File: src/rtl/i2c_master.sv
// i2c_master: single-master I2C byte engine driven by START / WRITE / READ / STOP commands.
// Define I2C_MASTER_CLOCK_STRETCH_EN to let a slave hold SCL low and stall the bit timing.
module i2c_master #(
  parameter int CLK_RATE = 28000000,
  parameter int I2C_RATE = 100000
) (
  input  logic       clk_sys,
  input  logic       reset,
  input  logic       cmd_valid,
  input  logic [1:0] cmd,
  input  logic [7:0] wr_data,
  input  logic       rd_ack,
  output logic       cmd_ready,
  output logic [7:0] rd_data,
  output logic       done,
  output logic       ack_err,
  output logic       scl_o,
  output logic       sda_o,
  input  logic       scl_i,
  input  logic       sda_i
);
  localparam int QP = CLK_RATE / (4 * I2C_RATE);
  localparam int CW = (QP > 1) ? $clog2(QP) : 1;
  localparam logic [CW-1:0] CNT_LAST = CW'(QP - 1);

  localparam logic [1:0] CMD_START = 2'b00;
  localparam logic [1:0] CMD_WRITE = 2'b01;
  localparam logic [1:0] CMD_READ  = 2'b10;
  localparam logic [1:0] CMD_STOP  = 2'b11;

  typedef enum logic [2:0] {IDLE, START, BIT, STOP, DONE} state_t;

  state_t        state_q, state_d;
  logic [CW-1:0] cnt_q, cnt_d;
  logic [1:0]    quarter_q, quarter_d;
  logic [3:0]    bitIdx_q, bitIdx_d;
  logic          isRead_q, isRead_d;
  logic [7:0]    wrData_q, wrData_d;
  logic          rdAck_q, rdAck_d;
  logic [7:0]    shift_q, shift_d;
  logic [7:0]    rdData_q, rdData_d;
  logic          ackErr_q, ackErr_d;
  logic          sclHold_q, sdaHold_q;

  logic active;
  logic stretch;
  logic tick;
  logic sclDrive;
  logic sdaDrive;
  logic bitSda;

  assign active = (state_q == START) || (state_q == BIT) || (state_q == STOP);

`ifdef I2C_MASTER_CLOCK_STRETCH_EN
  assign stretch = active && (quarter_q == 2'd1) && sclDrive && !scl_i;
`else
  logic unusedSclI;
  assign unusedSclI = scl_i;
  assign stretch    = 1'b0;
`endif

  assign tick = active && !stretch && (cnt_q == CNT_LAST);

  // Line levels per phase/quarter; outside a phase the last driven levels are held.
  always_comb begin
    sclDrive = sclHold_q;
    sdaDrive = sdaHold_q;
    bitSda   = 1'b1;
    if (isRead_q) begin
      bitSda = (bitIdx_q == 4'd8) ? ~rdAck_q : 1'b1;
    end else if (bitIdx_q != 4'd8) begin
      bitSda = wrData_q[3'd7 - bitIdx_q[2:0]];
    end
    case (state_q)
      START: begin
        sclDrive = (quarter_q != 2'd3);
        sdaDrive = (quarter_q < 2'd2);
      end
      BIT: begin
        sclDrive = (quarter_q == 2'd1) || (quarter_q == 2'd2);
        sdaDrive = bitSda;
      end
      STOP: begin
        sclDrive = (quarter_q != 2'd0);
        sdaDrive = quarter_q[1];
      end
      default: ;
    endcase
  end

  always_comb begin
    state_d   = state_q;
    cnt_d     = cnt_q;
    quarter_d = quarter_q;
    bitIdx_d  = bitIdx_q;
    isRead_d  = isRead_q;
    wrData_d  = wrData_q;
    rdAck_d   = rdAck_q;
    shift_d   = shift_q;
    rdData_d  = rdData_q;
    ackErr_d  = ackErr_q;
    case (state_q)
      IDLE: begin
        cnt_d     = '0;
        quarter_d = 2'd0;
        bitIdx_d  = 4'd0;
        if (cmd_valid) begin
          case (cmd)
            CMD_START: state_d = START;
            CMD_WRITE: begin
              state_d  = BIT;
              isRead_d = 1'b0;
              wrData_d = wr_data;
              ackErr_d = 1'b0;
            end
            CMD_READ: begin
              state_d  = BIT;
              isRead_d = 1'b1;
              rdAck_d  = rd_ack;
            end
            default: state_d = STOP;
          endcase
        end
      end
      DONE: begin
        state_d = IDLE;
        cnt_d   = '0;
      end
      default: begin
        if (tick) begin
          cnt_d     = '0;
          quarter_d = quarter_q + 2'd1;
          // Mid-SCL-high sample point: read data bits and the slave's write acknowledge.
          if ((state_q == BIT) && (quarter_q == 2'd1)) begin
            if (isRead_q && (bitIdx_q != 4'd8)) begin
              shift_d = {shift_q[6:0], sda_i};
            end else if (!isRead_q && (bitIdx_q == 4'd8)) begin
              ackErr_d = sda_i;
            end
          end
          if (quarter_q == 2'd3) begin
            if ((state_q == BIT) && (bitIdx_q != 4'd8)) begin
              bitIdx_d = bitIdx_q + 4'd1;
            end else begin
              state_d = DONE;
              if ((state_q == BIT) && isRead_q) begin
                rdData_d = shift_q;
              end
            end
          end
        end else if (!stretch) begin
          cnt_d = cnt_q + CW'(1);
        end
      end
    endcase
  end

  always_ff @(posedge clk_sys) begin
    if (reset) begin
      state_q   <= IDLE;
      cnt_q     <= '0;
      quarter_q <= 2'd0;
      bitIdx_q  <= 4'd0;
      isRead_q  <= 1'b0;
      wrData_q  <= 8'h00;
      rdAck_q   <= 1'b0;
      shift_q   <= 8'h00;
      rdData_q  <= 8'h00;
      ackErr_q  <= 1'b0;
      sclHold_q <= 1'b1;
      sdaHold_q <= 1'b1;
    end else begin
      state_q   <= state_d;
      cnt_q     <= cnt_d;
      quarter_q <= quarter_d;
      bitIdx_q  <= bitIdx_d;
      isRead_q  <= isRead_d;
      wrData_q  <= wrData_d;
      rdAck_q   <= rdAck_d;
      shift_q   <= shift_d;
      rdData_q  <= rdData_d;
      ackErr_q  <= ackErr_d;
      sclHold_q <= sclDrive;
      sdaHold_q <= sdaDrive;
    end
  end

  assign cmd_ready = (state_q == IDLE);
  assign done      = (state_q == DONE);
  assign rd_data   = rdData_q;
  assign ack_err   = ackErr_q;
  assign scl_o     = sclDrive;
  assign sda_o     = sdaDrive;

endmodule
File: config.mk
export PLATFORM = sky130hd
export DESIGN_NAME = i2c_master
export DESIGN_NICKNAME = d
export VERILOG_FILES = /design/src/rtl/i2c_master.sv
export SDC_FILE = /design/constraint.sdc
export NUM_CORES = 1
export LEC_CHECK = 0
export ABC_AREA = 1
export CORE_AREA = 2 2 63 65
export CTS_BUF_LIST = sky130_fd_sc_hd__clkbuf_4
export DETAILED_ROUTE_END_ITERATION = 6
export DIE_AREA = 0 0 65 67
export PLACE_DENSITY = 0.85
export SYNTH_ARGS = -nofsm -noshare
export SYNTH_HDL_FRONTEND = slang
export SYNTH_SLANG_ARGS = --single-unit
File: constraint.sdc
create_clock -name clk_sys -period 3.5 [get_ports clk_sys]
set_clock_uncertainty 0.2 [all_clocks]
set_input_delay 0.525 -clock clk_sys [delete_from_list [all_inputs] [get_ports clk_sys]]
set_output_delay 0.525 -clock clk_sys [all_outputs]
set_load 0.005 [all_outputs]
==> results.ini, run 1 <==
[synthesis]
synth_edf_count=0
synth-xor-area-share=0.0122
synthesis.area_um2=2160
synth_top_family_by_area=simple AND/OR/NAND/NOR gates
yosysSeqAreaShare=0.417
synth_compound_area_frac=0.147
synthArstFlopShare=0
synth-seq-cells=45
synth_mux_area_frac=0
synth_warnings=0
synth_simple_gate_area_frac=0.281
syn_avg_cell_area_um2=7.46
yosysMostFrequentCell=nor2_1
netlist_top_cells_count=nor2_1, dfxtp_1, nand2_1
yosysTopAreaCell=dfxtp_1
post_synth_fa_ha_maj_area_fraction=0.0579
synth_top_cell_area_share=0.417
yosys-top-cells-area=dfxtp_1, nor2_1, a21oi_1, nand2_1, ha_1
syn_inst=290
synth_fp_nets=316
ys_types=27
synth_ff_type=dfxtp_1

[layout]
nets=344
fin_area_um2=2540
drive_gt1_frac=0.0784
synthToLayoutAreaGrowth_pct=17.5
diodes=0

[sta]
relSlewSlack=0.704
timing.final.ws_setup_ns=0.419
max_freq_ghz=0.325
min_period_ns=3.08
worstMarginPinSlew_ns=0.443
maxSlewViolCount=0
setup_viol=0
grt_setup_unrepaired=no
hold_viol_final=0
final.setup.tns_ns=0
timing.final.crit_share=0.880

[floorplanning]
coreArea_um2=3610
die-area_um2=4360
num_rows=22
die_y_um=67
start_util=0.600
die-width_um=65
io_pins=29

[global_route]
grt.total_usage=0.214
grt_pass1_wl_mm=7.13
grt_max_degree=30
gr-total-overflow=0
grt_pass1_vias=1716
antenna_found_initial=0

[routing]
post-route-drc-count=0
vias_per_cell=5.14
drt-total-wl_mm=4.28
wl_per_cell_um=11.7
drt_iter0_drc=127
dr.pass1.iters=5
highest_layer=met4
met2_length_mm=2.09
ant_nets=0
wl_met1_mm=1.97
route.vias.total=1887
wl_met3_um=169

[clock_network]
cts_buffers=5
clockBufferDepth=2
cts_tree=yes
cts.sinks=45
htree_levels=2
cts_hold_buf=0
cts-resized-gates=0
clock_latency_ns=0.36
cts_setup_buffers=0
cts_root_buf=clkbuf_4
path_clk_slew_ns=0.11

[worst_setup_path]
arrival_ns=2.36
critPathCaptureType=output pin
crit_type=flop to output pin
cp.required_ns=2.77
crit_fanout=9
crit_path_start_kind=flop

[placement]
io_buffers=27
placed_cell_area_um2=2460
dp_hpwl_mm=3.10
place_congestion=0.867
dp_slack_ns=0.805

[flow_run]
drv.max_cap_violation_count=0

[min_path]
hold_class=flop to flop

[pwr]
p_leak_uw=0.00104
power_density_nw_per_um2=554
ir_drop_mv=0.599

[status]
outcome=complete, no violations

## report_power, final
part | switching [µW] | total [µW] | internal [µW]
sequential | 32.3 | 590 | 558
clock | 165 | 325 | 160
combinational | 300 | 494 | 194
total | 497 | 1410 | 911
## area by class of cell
type	instances	area (µm²)
clock buffer	6	45.0
clock inverter	2	38.8
fill	284	1060
inverter	37	141
multi-input combinational	201	1080
sequential	45	901
tap	48	60.1
timing repair buffer	28	278
## path summary, 6_finish.rpt
check | startpoint | end | slack [ns] | cells after the start
setup / recovery | bitIdx_q[0] | sda_o | 0.42 | 10
hold reg to reg | ack_err | ack_err | 0.25 | 2
setup reg to reg | bitIdx_q[0] | shift_q[7] | 1.36 | 8
hold / removal | ack_err | ack_err | 0.25 | 2
## per-stage QoR
stage | util | hold WS, ns | std cells | power [µW]
2_1_floorplan | - | 0.224 | 290 | 933
3_3_place_gp | 0.681 | 0.231 | 359 | 1090
3_5_place_dp | 0.681 | 0.234 | 359 | 1090
4_1_cts | 0.705 | 0.252 | 367 | 1420
5_1_grt | 0.705 | 0.276 | 367 | 1500
6_report | 0.705 | 0.251 | 367 | 1410
## routing by layer
| metal | vias up | GRT usage |
|---|---|---|
| met5 | - | 0 |
| met4 | 0 | 0.0878 |
| met3 | 7 | 0.0591 |
| met2 | 36 | 0.371 |
| met1 | 850 | 0.247 |
| li1 | 994 | - |
## registers in the layout (all words and copies together), names as in the netlist
register	count
ack_err	1
bitIdx_q	4
cnt_q	7
isRead_q	1
quarter_q	2
rdAck_q	1
rd_data	8
sclHold_q	1
sdaHold_q	1
shift_q	8
state_q	3
wrData_q	8
## critical path, cell delays in order (launching register included)
cell             delay, ns
dfxtp_1               0.50
inv_1                 0.16
ha_1                  0.23
nand3_1               0.16
nand2_1               0.14
nand2_1               0.09
nand2_1               0.05
nand2_1               0.06
nand2_1               0.08
inv_1                 0.06
clkdlybuf4s50_1       0.49
## kinds of logic (layout without fill, tap and decap cells)
| logic type | count (synthesis) | in the layout |
|---|---|---|
| compound gates | 62 | 62 |
| simple gates | 126 | 126 |
| xor+xnor | 3 | 3 |
| buf+inv | 44 | 73 |
| flops | 45 | 45 |
| fa+ha+maj | 10 | 10 |
## cells in the final DEF (no fill, tap or decap), types with 2 or more instances in the layout
master	Yosys	layout
dfxtp_1	45	45
nor3b_1	2	2
nor2_1	49	49
o21ai_1	9	9
nor3_4	2	2
nor2_2	2	2
ha_1	10	10
nor2_4	2	2
inv_1	33	33
xor2_1	2	2
clkdlybuf4s50_1	0	27
nand3_1	23	23
nand2_4	2	2
o21ai_0	22	22
nand2_1	36	36
clkbuf_4	0	6
a21oi_1	28	28
nand3_4	2	2
a211oi_1	3	3
nor3_1	3	3
inv_2	3	3
Power figures use the tool's default switching activity.
==> run 2, diff against run 1 <==
Settings changed: CORE_AREA 2 2 63 65 to 2 2 80 52, DIE_AREA 0 0 65 67 to 0 0 82 54, TNS_END_PERCENT set to 1.
==> run 2 against run 1 <==
Global-route usage increased by 0.064 points. First-iteration DRC count decreased by 28%. Die area increased by 1.7%. Register-to-register slack got worse by 0.06 ns. Sequential power about the same. Critical endpoint unchanged.
==> results.ini, run 2 (same netlist as run 1, synthesis figures left out) <==
[status]
outcome=complete, no violations  ; unchanged

[worst_setup_path]
arrival_ns=2.40  ; was 2.36 ns
max_stage_delay_ns=0.52  ; was 0.50 ns
cp_slowest_cell=dfxtp_1  ; unchanged
crit_path_frequent_cell=nand2_1  ; unchanged
crit_type=flop to output pin  ; unchanged
crit_path_start_kind=flop  ; unchanged
crit_path_cell_trace=inv_1 > ha_1 > nand3_1 > nand2_1 > nand2_1 > nand2_1 > nand2_1 > nand2_1 > inv_1 > clkdlybuf4s50_1  ; unchanged
cp.required_ns=2.77  ; about the same
crit_fanout=9  ; unchanged
critPathCaptureType=output pin  ; unchanged

[pwr]
power_density_nw_per_um2=580  ; was 554 nW/µm²
p_leak_uw=0.00105  ; was 0.00104 µW
ir_drop_mv=0.483  ; was 0.599 mV

[sta]
setup_viol=0  ; unchanged
hold_viol_final=0  ; unchanged
worstMarginPinSlew_ns=0.478  ; was 0.443 ns
max_freq_ghz=0.320  ; was 0.325 GHz
final.setup.tns_ns=0  ; unchanged
grt_setup_unrepaired=no  ; unchanged
maxSlewViolCount=0  ; unchanged
timing.final.crit_share=0.894  ; was 0.880
relSlewSlack=0.681  ; was 0.704
min_period_ns=3.13  ; was 3.08 ns

[layout]
drive_gt1_frac=0.0784  ; unchanged
final_common_cell=nor2_1  ; unchanged
layout.cells.most_common_list=nor2_1, dfxtp_1, nand2_1, inv_1, a21oi_1  ; unchanged
fillers=315  ; was 284
diodes=0  ; unchanged
synthToLayoutAreaGrowth_pct=18.5  ; was 17.5%
fin_cells=369  ; was 367
nets=344  ; unchanged

[clock_network]
clock_latency_ns=0.35  ; was 0.36 ns
path_clk_slew_ns=0.13  ; was 0.11 ns
cts_root_buf=clkbuf_4  ; unchanged
cts_setup_buffers=0  ; unchanged
cts_tree=yes  ; unchanged
cts.sinks=45  ; unchanged
cts_buffers=5  ; unchanged
clockBufferDepth=2  ; unchanged
cts_hold_buf=0  ; unchanged
cts-resized-gates=0  ; unchanged
htree_levels=2  ; unchanged

[global_route]
grt_max_degree=27  ; was 30
grt_pass1_wl_mm=7.15  ; was 7.13 mm
gr-total-overflow=0  ; unchanged
antenna_found_initial=0  ; unchanged
grt.total_usage=0.214  ; about the same
grt_pass1_vias=1685  ; was 1716

[routing]
route.vias.total=1912  ; was 1887
vias_per_cell=5.18  ; was 5.14
drt-total-wl_mm=4.44  ; was 4.28 mm
wl_met3_um=244  ; was 169 µm
wl_per_cell_um=12.0  ; was 11.7 µm
post-route-drc-count=0  ; unchanged
dr.pass1.iters=5  ; unchanged
ant_nets=0  ; unchanged
wl_met1_mm=2.27  ; was 1.97 mm
met2_length_mm=1.89  ; was 2.09 mm
drt_iter0_drc=91  ; was 127
highest_layer=met4  ; unchanged

[min_path]
hold_class=flop to flop  ; unchanged

[placement]
io_buffers=27  ; unchanged
dp_cells=361  ; was 359
dp_hpwl_mm=3.20  ; was 3.10 mm
place_congestion=0.802  ; was 0.867

[floorplanning]
die_y_um=54  ; was 67 µm
start_util=0.571  ; was 0.600
io_pins=29  ; unchanged
coreArea_um2=3780  ; was 3610 µm²
die-area_um2=4430  ; was 4360 µm²
num_rows=18  ; was 22
die-width_um=82  ; was 65 µm

[flow_run]
drv.max_cap_violation_count=0  ; unchanged

-- run 2: final cells by class --
| cell class | count | area, µm² | area share |
|---|---|---|---|
| multi-input cells | 201 | 1080 | 0.420 |
| repair buffers | 28 | 278 | 0.108 |
| well taps | 50 | 62.6 | 0.0244 |
| clock inverters | 3 | 65.1 | 0.0254 |
| inverters | 37 | 141 | 0.0552 |
| flip-flops and latches | 45 | 901 | 0.352 |
| clock buffers | 5 | 37.5 | 0.0146 |
-- run 2: path summary, 6_finish.rpt --
kind	start	end	slack [ns]	depth (start not counted)
worst max-delay path	bitIdx_q[0]	sda_o	0.37	10
worst min-delay path	wrData_q[2]	wrData_q[2]	0.26	2
worst max register to register	bitIdx_q[0]	shift_q[1]	1.30	8
worst min register to register	wrData_q[2]	wrData_q[2]	0.26	2
-- run 2: metal layers --
metal / GRT usage / vias to the layer above
met5: 0 / -
met4: 0.0722 / 0
li1: - / 992
met1: 0.292 / 866
met2: 0.333 / 49
met3: 0.0537 / 5
-- run 2: critical path, delay by kind of cell, from the launching register on --
kind	cells	cell delay, ns
buffers and inverters	3	0.69
and+or+nand+nor	6	0.60
DFF	1	0.52
adders and majority gates	1	0.25
-- run 2: per-stage QoR --
| step | power, µW | utilization | cell area, µm² | hold WS (ns) | worst slack (ns) |
|---|---|---|---|---|---|
| 2_1_floorplan | 933 | - | 2160 | 0.224 | 1.38 |
| 4_1_cts | 1490 | 0.677 | 2560 | 0.265 | 0.365 |
| 3_5_place_dp | 1100 | 0.650 | 2460 | 0.244 | 0.788 |
| 6_report | 1490 | 0.677 | 2560 | 0.262 | 0.372 |
| 3_3_place_gp | 1090 | 0.650 | 2460 | 0.234 | 0.827 |
| 5_1_grt | 1570 | 0.677 | 2560 | 0.289 | 0.188 |
-- run 2: where the power goes --
group / internal (µW) / total (µW) / switching [µW]
Sequential: 558 / 592 / 34.6
Clock: 221 / 388 / 167
Combinational: 194 / 505 / 311
Total: 972 / 1490 / 513
